--- config.mk ---
export PLATFORM = sky130hd
export DESIGN_NAME = xbar_switch
export DESIGN_NICKNAME = d
export VERILOG_FILES = /design/src/rtl/xbar_pkg.sv /design/src/rtl/xbar_switch_rr_arbiter.sv /design/src/rtl/xbar_switch.sv
export SDC_FILE = /design/constraint.sdc
export NUM_CORES = 1
export LEC_CHECK = 0
export BUFFER_PORTS_ARGS = -buffer_cell sky130_fd_sc_hd__buf_2
export CAP_MARGIN = 20
export CORE_ASPECT_RATIO = 1.4
export CORE_MARGIN = 4
export CORE_UTILIZATION = 50
export CTS_BUF_LIST = sky130_fd_sc_hd__clkbuf_16
export DETAILED_ROUTE_END_ITERATION = 7
export PLACE_DENSITY = 0.76
export SLEW_MARGIN = 20
export SYNTH_ARGS = -nofsm -noshare
export SYNTH_HDL_FRONTEND = slang
export SYNTH_HIERARCHICAL = 1
export SYNTH_SLANG_ARGS = --single-unit
--- constraint.sdc ---
create_clock -name clk -period 9.8 [get_ports clk]
set_input_delay 1.96 -clock clk [delete_from_list [all_inputs] [get_ports clk]]
set_output_delay 1.96 -clock clk [all_outputs]
set_load 0.05 [all_outputs]
--- src/rtl/xbar_pkg.sv ---
// Shared crossbar definitions: select-width helpers and flat-bus slicing.
// Pure declarations, no logic or state.
`ifndef XBAR_PKG_SV
`define XBAR_PKG_SV
`define XBAR_SLICE(bus, idx, w) bus[(idx)*(w) +: (w)]

package xbar_pkg;

   localparam int XBAR_MAX_PORTS = 16;

   function automatic int clog2(input int n);
      int r;
      r = 0;
      for (int b = 0; b < 31; b++) begin
         if ((1 << b) < n) r = b + 1;
      end
      return r;
   endfunction

   // A one-port-wide select would collapse to zero bits; keep at least one.
   function automatic int sel_w(input int n);
      return (clog2(n) < 1) ? 1 : clog2(n);
   endfunction

endpackage
`endif

--- src/rtl/xbar_switch_rr_arbiter.sv ---
// Combinational round-robin arbiter: priority starts at ptr_i and wraps upward.
// Zero latency, no state; the caller decides whether a grant is consumed.
module rr_arbiter
   import xbar_pkg::*;
#(
   parameter  int P_N = 4,
   localparam int PW  = sel_w(P_N)
) (
   input  logic [P_N-1:0] req_i,
   input  logic [PW-1:0]  ptr_i,
   output logic [P_N-1:0] grant_o,
   output logic [PW-1:0]  idx_o,
   output logic           any_o
);

   int            cand;
   logic [PW-1:0] cand_sel;
   logic          found;

   always_comb begin
      grant_o  = '0;
      idx_o    = '0;
      found    = 1'b0;
      cand     = 0;
      cand_sel = '0;
      for (int k = 0; k < P_N; k++) begin
         cand = int'(ptr_i) + k;
         if (cand >= P_N) cand = cand - P_N;
         cand_sel = PW'(cand);
         if (!found && req_i[cand_sel]) begin
            found             = 1'b1;
            grant_o[cand_sel] = 1'b1;
            idx_o             = cand_sel;
         end
      end
   end

   assign any_o = |req_i;

endmodule

--- src/rtl/xbar_switch.sv ---
// Registered P_PORTS x P_PORTS crossbar with per-output round-robin and 1-entry output register.
// Latency 1 clk; in_ready follows grant & (!out_valid | out_ready), so a stalled output holds its requesters.
module xbar_switch
   import xbar_pkg::*;
#(
   parameter  int P_WIDTH = 32,
   parameter  int P_PORTS = 4,
   localparam int SEL_W   = sel_w(P_PORTS)
) (
   input  logic                       clk,
   input  logic                       rst_n,
   input  logic [P_PORTS*P_WIDTH-1:0] in_data,
   input  logic [P_PORTS*SEL_W-1:0]   in_dest,
   input  logic [P_PORTS-1:0]         in_valid,
   output logic [P_PORTS-1:0]         in_ready,
   output logic [P_PORTS*P_WIDTH-1:0] out_data,
   output logic [P_PORTS*SEL_W-1:0]   out_src,
   output logic [P_PORTS-1:0]         out_valid,
   input  logic [P_PORTS-1:0]         out_ready,
   output logic                       drop_err
);

   logic [P_PORTS-1:0] req      [P_PORTS];
   logic [P_PORTS-1:0] gnt      [P_PORTS];
   logic [SEL_W-1:0]   gnt_idx  [P_PORTS];
   logic [P_PORTS-1:0] gnt_any;
   logic [P_PORTS-1:0] can_load;
   logic [P_PORTS-1:0] load;
   logic [P_PORTS-1:0] bad_dest;
   logic               drop_d;
   logic               drop_q;

   logic               out_valid_q [P_PORTS];
   logic [P_WIDTH-1:0] out_data_q  [P_PORTS];
   logic [SEL_W-1:0]   out_src_q   [P_PORTS];
   logic [SEL_W-1:0]   ptr_q       [P_PORTS];

   // req[j][i]: input i wants output j this cycle
   always_comb begin
      for (int j = 0; j < P_PORTS; j++) begin
         req[j] = '0;
         for (int i = 0; i < P_PORTS; i++) begin
            req[j][i] = in_valid[i] && (`XBAR_SLICE(in_dest, i, SEL_W) == SEL_W'(j));
         end
      end
   end

   for (genvar i = 0; i < P_PORTS; i++) begin : g_dest
      if (P_PORTS == (1 << SEL_W)) begin : g_full
         assign bad_dest[i] = 1'b0;
      end else begin : g_partial
         assign bad_dest[i] = (`XBAR_SLICE(in_dest, i, SEL_W) >= SEL_W'(P_PORTS));
      end
   end

   // Out-of-range words are swallowed so the producer never deadlocks on them.
   always_comb begin
      in_ready = in_valid & bad_dest;
      for (int j = 0; j < P_PORTS; j++) begin
         for (int i = 0; i < P_PORTS; i++) begin
            in_ready[i] = in_ready[i] | (gnt[j][i] & can_load[j]);
         end
      end
   end

   assign drop_d = |(in_valid & bad_dest);

   always_ff @(posedge clk or negedge rst_n) begin
      if (!rst_n) begin
         drop_q <= 1'b0;
      end else begin
         drop_q <= drop_d;
      end
   end

   assign drop_err = drop_q;

   for (genvar j = 0; j < P_PORTS; j++) begin : g_out
      rr_arbiter #(.P_N(P_PORTS)) u_arb (
         .req_i   (req[j]),
         .ptr_i   (ptr_q[j]),
         .grant_o (gnt[j]),
         .idx_o   (gnt_idx[j]),
         .any_o   (gnt_any[j])
      );

      assign can_load[j] = ~out_valid_q[j] | out_ready[j];
      assign load[j]     = can_load[j] & gnt_any[j];

      // Pointer only advances on a real load, so a stalled output keeps its fairness order.
      always_ff @(posedge clk or negedge rst_n) begin
         if (!rst_n) begin
            out_valid_q[j] <= 1'b0;
            out_data_q[j]  <= '0;
            out_src_q[j]   <= '0;
            ptr_q[j]       <= '0;
         end else if (load[j]) begin
            out_valid_q[j] <= 1'b1;
            out_data_q[j]  <= in_data[gnt_idx[j]*P_WIDTH +: P_WIDTH];
            out_src_q[j]   <= gnt_idx[j];
            ptr_q[j]       <= (gnt_idx[j] == SEL_W'(P_PORTS - 1)) ? '0 : gnt_idx[j] + 1'b1;
         end else if (out_ready[j]) begin
            out_valid_q[j] <= 1'b0;
         end
      end

      assign out_valid[j]                    = out_valid_q[j];
      assign `XBAR_SLICE(out_data, j, P_WIDTH) = out_data_q[j];
      assign `XBAR_SLICE(out_src, j, SEL_W)    = out_src_q[j];
   end

endmodule

# Yosys cells after proc, flatten, opt, wreduce, memory -nomap -nowiden
# Index checks and enable logic that the tools add are counted.
[classes]
n_addsub = 32
order_cmp = 48
n_eq_ne = 16
shifts = 4
n_mux = 136
n_bitwise = 52
reduce_logical = 68
[ops]
columns = ["operator", "count"]
rows = [
  ["128-bit by 8-bit indexed part select with 32-bit output", 4],
  ["2-bit two-way mux", 36],
  ["4-bit two-way mux", 16],
  ["1-bit two-way mux", 52],
  ["2-bit by 3-bit < comparator with 1-bit output (second input constant)", 16],
  ["4-bit bitwise OR", 12],
  ["1-bit logical AND", 44],
  ["3-bit >= comparator (second input constant)", 12],
  ["1-bit binary-select mux with 2-bit select", 16],
  ["1-bit demux with 2-bit select", 16],
  ["2-bit by 1-bit >= comparator with 1-bit output (second input constant)", 16],
  ["2-bit by 1-bit subtractor with 2-bit output (second input constant)", 16],
  ["2-bit by 2-bit adder with 3-bit output (second input constant)", 8],
  ["2-bit == test (second input constant)", 12],
  ["1-bit AND", 20],
  ["1-bit bitwise OR", 16],
  ["4-bit OR reduction", 4],
  ["2-bit by 1-bit adder with 3-bit output (second input constant)", 4],
  ["2-bit by 3-bit >= comparator with 1-bit output (second input constant)", 4],
  ["1-bit zero test", 12],
  ["2-bit by 1-bit adder with 2-bit output (second input constant)", 4],
  ["2-bit by 1-bit == test with 1-bit output (second input constant)", 4],
  ["2-bit zero test", 4],
  ["2-bit nonzero test", 4],
  ["1-bit inverter", 4],
]
[word_totals]
register_bits = 148

# Depth between registers and ports, before layout
# Gate-level depths: netlist of the first run.
[depth]
word_depth = 18
depth_mapped = 13
depth_no_buf = 10

# Cells and area by module
# The synthesis of the first run kept the hierarchy.
[by_module_without_submodules]
columns = ["module", "instances", "cells_per_inst", "area_per_inst_um2"]
rows = [
  ["xbar_switch", 1, 518, 8944.8],
  ["rr_arbiter at g_out[0].u_arb ...", 3, 49, 411.6],
  ["rr_arbiter at g_out[3].u_arb", 1, 51, 446.7],
]

# Worst setup path after synthesis of the first run
# No wires, ideal clock.
[synth_timing]
kind = "input to output"
start = "input port in_dest[0]"
end = "output port in_ready[1]"
arrival_ns = 3.703
slack_ns = 4.137
stages = 7
path_buffers = 0
path_cell_list = "nor3b_1 -> mux4_2 -> nor2b_1 -> a22oi_1 -> o21ai_0 -> a22oi_1 -> nand2_1"
[synth_lines]
columns = ["item", "line_no", "source"]
rows = [
  ["start, declared", "xbar_switch.sv:13", "input logic [P_PORTS*SEL_W-1:0] in_dest,"],
  ["end, declared", "xbar_switch.sv:15", "output logic [P_PORTS-1:0] in_ready,"],
]

==> impl_metrics.csv, run 1 <==
group,metric,value,unit
grt,grt_pass1_wl,46790,microns
routing,avgViaCountPerCell,6.355,
yosys,syn_area_per_cell,14.84,sq um
placed_design,place_congestion,0.8715,
setup_path,end_kind,"output pin",
pwr,powerDensity,412.9,nW/um^2
cts,cts_root_buffer,"clkbuf_16",
routing,first_pass_iters,7,
pwr,ir_drop,0.2324,mV
floorplan,rows,62,
yosys,yosys_warnings,6,
yosys,yosys.area.top_type,"dfrtp_1",
yosys,synth_edf_count,0,
pwr,power.total,5259,uW
cts,clock_path_buffers,2,
floorplan,core_region_area,20710,sq um
timing,relSlewSlack,0.2038,
yosys,synth_cell_types,42,
cts,clk_latency,0.43,ns
yosys,seq_area_frac_synth,0.3485,
routing,drt-initial-drc-count,378,
cts,cts_hold_buf,0,
timing,setup_violations,0,
timing,hold_viol,0,
yosys,synth_area,10630,sq um
routing,finalWirelength,29750,microns
yosys,synth_area_leaders,"dfrtp_1 (35%), mux4_2 (30%), mux2_2 (15%), a22oi_1 (2.8%), ha_1 (2.8%)",
layout,final_core_util,0.6150,
routing,ant_nets,0,
yosys,yosys.area.top_type_share,0.3485,
timing,fin_crit,6.238,ns
grt,antenna_found_initial,3,
setup_path,critPathRequiredTime,7.84,ns
floorplan,dieArea,23680,sq um
timing,fin_skew,0.01134,ns
placed_design,place_ws,3.623,ns
cts,cts_buffers,17,
floorplan,fp.dieW,131.2,microns
floorplan,initial_core_util,0.5130,
layout,area_growth,19.86,%
timing,max_clock_freq,0.1603,GHz
cts,cts_resized,0,
placed_design,io_buffers,289,
cts,htree_levels,4,
run,maxCapViolations,0,
floorplan,ioPinCount,291,
yosys,synthCells,716,
worst_hold_path,hp-class,"flip-flop to flip-flop",
setup_path,path_max_fanout,7,
routing,wl_per_cell,23.82,microns
yosys,synthFlopType,"dfrtp_1",
run_status,status,"finished, final reports clean",
setup_path,path_class,"primary input to output pin",
routing,num_vias,7938,
layout,final_nets,1147,
layout,stdcell_count,1249,
placed_design,dp_hpwl,20240,microns
placed_design,dp.cells,1213,
cts,cts_sinks,148,
setup_path,cp-start-kind,"primary input",
floorplan,fp.dieH,180.5,microns
timing,fin_ws,3.562,ns
yosys,syn-num-nets,886,
pwr,power.leakage,0.005408,uW
grt,grt_usage,0.2544,
timing,rsz0062_at_grt,"false",
grt,grt_max_degree,80,
setup_path,critical_path_arrival,4.28,ns
cts,cts_setup_buffers,0,
cts,cts_tree,"built",
yosys,postSynth.asyncResetShare,1.000,
layout,drive_gt1_frac,0.6444,
routing,drcViolationCount,0,
yosys,ys_seq_elements,148,
timing,tightest_slew,1.194,ns
grt,overflow,0,
grt,grt_pass1_vias,8214,
timing,final_max_slew_viol_count,0,
cts,clk_pin_slew,0.06,ns
timing,final.setup.tns,0,ns
timing,period_share,0.6366,
## cell usage after synthesis (5+ instances only)
| master | instances |
|---|---|
| dfrtp_1 | 148 |
| mux2_2 | 144 |
| mux4_2 | 143 |
| a22oi_1 | 40 |
| nor2_1 | 25 |
| ha_1 | 24 |
| o21ai_0 | 24 |
| buf_2 | 22 |
| nand2_1 | 15 |
| clkbuf_1 | 14 |
| inv_1 | 12 |
| nand2b_1 | 11 |
| nor2b_1 | 9 |
| buf_12 | 8 |
| and3b_1 | 7 |
| buf_6 | 5 |
| mux2i_1 | 5 |
## registers in the layout, summed over array words and instances, names as in the netlist
name and count:
out_valid 4, out_src 8, out_data 128, ptr_q 8
## area by class of cell
cell class	instances	area (sq um)
clock inverter	15	202.7
clock buffer	17	425.4
tap	256	320.3
antenna	3	7.507
timing repair buffer	300	1539
sequential	148	3704
multi-input combinational	498	6494
fill	1585	7975
inverter	12	45.04
## per-stage QoR
| stage | area (sq um) | hold WS (ns) |
|---|---|---|
| after floorplan | 10630 | 0.5526 |
| after global placement | 12080 | 0.4821 |
| after detailed placement | 12090 | 0.4870 |
| after CTS | 12710 | 0.5003 |
| after global routing | 12740 | 0.5053 |
| final | 12740 | 0.4975 |
## worst max-delay path, cell delays in order
cell     delay [ns]
buf_2          0.11
nor3b_1        0.63
mux4_2         0.46
nor2b_1        0.33
a22oi_1        0.12
o21ai_0        0.18
a22oi_1        0.11
nand2_1        0.10
buf_2          0.27
## routing by layer
| layer | routed length (microns) | up-vias | track usage |
|---|---|---|---|
| li1 | - | 3417 | - |
| met1 | 11200 | 4121 | 0.3064 |
| met2 | 15880 | 332 | 0.4512 |
| met3 | 1629 | 68 | 0.04721 |
| met4 | 1033 | 0 | 0.1042 |
| met5 | 0 | - | 0 |
## path summary, 6_finish.rpt
check,start,to,slack (ns),cells after the start
min,out_data[97]$_DFFE_PN0P_,out_data[97]$_DFFE_PN0P_,0.50,1
min in group asynchronous,rst_n,ptr_q[4]$_DFFE_PN0P_,1.55,1
max in group asynchronous,rst_n,out_valid[0]$_DFFE_PN0P_,6.78,2
max,in_dest[0],in_ready[2],3.56,9
max reg2reg,ptr_q[0]$_DFFE_PN0P_,out_data[115]$_DFFE_PN0P_,5.68,8
min reg2reg,out_data[97]$_DFFE_PN0P_,out_data[97]$_DFFE_PN0P_,0.50,1
## kinds of logic after synthesis
family / count (synthesis) / share of synthesized area
DFF: 148 / 0.3485
other: 1 / 0.0003529
AOI/OAI and AO/OA: 88 / 0.05628
adders and majority gates: 24 / 0.02826
buffers and inverters: 70 / 0.04910
and+or+nand+nor: 92 / 0.05463
muxes: 293 / 0.4629
## where the power goes
part	internal [uW]	leakage, uW	switching, uW
Combinational	1290	0.00336	2140
Clock	428	0.000306	272
Sequential	918	0.00174	209
Total	2640	0.00541	2620
## cells in the final DEF (no fill, tap or decap), types with 4 or more instances in the layout
cell type  instances
mux2i_1            5
inv_6              4
or4_1              4
nor3b_1            4
o31ai_4            4
mux4_2           143
o21ai_0           24
bufinv_16          4
buf_2            288
nor2_1            25
inv_1             12
ha_1              24
o21ai_1            4
nor2b_1            9
o211ai_1           4
and3b_1            7
clkbuf_16         17
nand2b_1          11
nand2_1           11
buf_4             10
nand3_1            4
mux2_2           144
and3_1             4
dfrtp_1          148
a22oi_1           40
Power figures use the tool's default switching activity.
==> inputs of run 2 (changes only) <==
Settings changed: CORE_UTILIZATION 50 to 49, PLACE_DENSITY 0.76 to 0.77.
Clock period 9.8 ns to 5.4 ns, I/O delays scaled along.
==> impl_metrics.csv, run 2 (synthesized netlist as in run 1, its figures left out) <==
group,metric,value,unit
run_status,status,"finished, final reports clean",
worst_hold_path,hp-class,"flip-flop to flip-flop",
setup_path,path_max_fanout,7,
setup_path,path_class,"primary input to output pin",
grt,use_met3,0.04661,
pwr,ir_drop,0.3631,mV
floorplan,dieArea,24140,sq um
grt,grt_usage,0.2570,
layout,final_core_util,0.6011,
placed_design,io_buffers,289,
layout,layout_common_cells,"buf_2 (288), dfrtp_1 (148), mux2_2 (144)",
placed_design,place_area,12180,sq um
cts,htree_levels,4,
cts,clk_pin_slew,0.06,ns
grt,grt_pass1_wl,48000,microns
layout,layout_commonest_cell,"buf_2",
routing,drt-initial-drc-count,545,
routing,ant_nets,0,
timing,hold_viol,0,
setup_path,end_kind,"output pin",
floorplan,initial_core_util,0.4993,
timing,final_max_slew_viol_count,0,
setup_path,max_stage_delay,0.64,ns
layout,largest_reg_flops,128,
routing,num_vias,8030,
cts,cts_setup_buffers,0,
placed_design,place_ws,0.9417,ns
grt,met1_usage,0.2993,
routing,drcViolationCount,0,
timing,fin_skew,0.01154,ns
grt,grtUsageMet2,0.4598,
pwr,powerDensity,749.4,nW/um^2
floorplan,fp.dieH,182.2,microns
floorplan,rows,63,
timing,rsz0062_at_grt,"false",
setup_path,critPathRequiredTime,4.32,ns
cts,cts_root_buffer,"clkbuf_16",
setup_path,crit_buf_inv,2,
routing,wl_per_cell,24.64,microns
grt,grt_max_degree,73,
floorplan,fp.dieW,132.5,microns
placed_design,dp_hpwl,22270,microns
setup_path,cp-start-kind,"primary input",
cts,cts_hold_buf,0,
cts,cts_buffers,17,
setup_path,cp_slowest_cell,"nor3b_1",
setup_path,crit_chain,"buf_2 > nor3b_1 > mux4_2 > nor2b_1 > a22oi_1 > o21ai_0 > a22oi_1 > nand2_1 > buf_2",
grt,antenna_found_initial,5,
timing,final.setup.tns,0,ns
layout,drive_gt1_frac,0.6425,
timing,tightest_slew,0.9909,ns
setup_path,critical_path_arrival,3.45,ns
layout,final_nets,1150,
grt,grt_pass1_vias,8443,
floorplan,ioPinCount,291,
pwr,power.leakage,0.005421,uW
timing,fin_crit,4.528,ns
setup_path,path_delay_family,"simple AND/OR/NAND/NOR gates",
grt,overflow,0,
cts,cts_tree,"built",
grt,top_usage_layer,"met2",
pwr,power.total,9587,uW
run,maxCapViolations,0,
timing,fin_ws,0.8725,ns
routing,finalWirelength,30980,microns
cts,cts_sinks,148,
cts,cts_resized,0,
timing,setup_violations,0,
timing,period_share,0.8384,
floorplan,core_region_area,21280,sq um
cts,clk_latency,0.43,ns
cts,clock_path_buffers,2,
layout,fin_area,12790,sq um
layout,area_growth,20.38,%
routing,avgViaCountPerCell,6.388,
timing,relSlewSlack,0.3370,
timing,max_clock_freq,0.2209,GHz
placed_design,place_congestion,0.8501,
routing,first_pass_iters,5,
[run 2: final timing paths]
kind / from / end / slack, ns / cells after the start
max: in_dest[0] / in_ready[3] / 0.87 / 9
min: out_data[78]$_DFFE_PN0P_ / out_data[78]$_DFFE_PN0P_ / 0.50 / 1
max reg2reg: ptr_q[0]$_DFFE_PN0P_ / out_data[118]$_DFFE_PN0P_ / 1.39 / 10
min reg2reg: out_data[78]$_DFFE_PN0P_ / out_data[78]$_DFFE_PN0P_ / 0.50 / 1
max in group asynchronous: rst_n / out_data[32]$_DFFE_PN0P_ / 3.66 / 2
min in group asynchronous: rst_n / out_data[82]$_DFFE_PN0P_ / 0.66 / 1
[run 2: stage by stage]
stage	std cells	hold slack, ns
2_1_floorplan	716	0.5526
3_3_place_gp	1221	0.4834
3_5_place_dp	1221	0.4884
4_1_cts	1253	0.5023
5_1_grt	1257	0.5114
6_report	1257	0.4985
[run 2: metal layers]
layer | wire length, microns | share of wire | vias to the layer above
met5 | 7 | 0.00023 | -
met4 | 1325 | 0.043 | 2
met3 | 1633 | 0.053 | 86
met2 | 16760 | 0.54 | 338
met1 | 11250 | 0.36 | 4179
li1 | - | - | 3425
[run 2: area by class of cell]
type	count	area [sq um]
tap	260	325.3
sequential	148	3704
clock inverter	15	163.9
fill	1662	8491
clock buffer	17	425.4
multi-input combinational	498	6499
timing repair buffer	303	1620
inverter	12	45.04
antenna	4	10.01
[run 2: worst register-to-register path, delay by kind of cell, from the launching register on]
kind | cells | cell delay [ns]
muxes | 3 | 1.09
AOI/OAI and AO/OA | 2 | 0.74
DFF | 1 | 0.72
adders and majority gates | 1 | 0.51
and+or+nand+nor | 2 | 0.43
buffers and inverters | 2 | 0.41
[run 2: report_power, final]
group | internal [uW] | leakage, uW | total (uW) | switching (uW)
registers | 1670 | 0.00174 | 2070 | 400
clock network | 720 | 0.000283 | 1210 | 492
logic | 2410 | 0.00340 | 6310 | 3900
total | 4790 | 0.00542 | 9590 | 4800
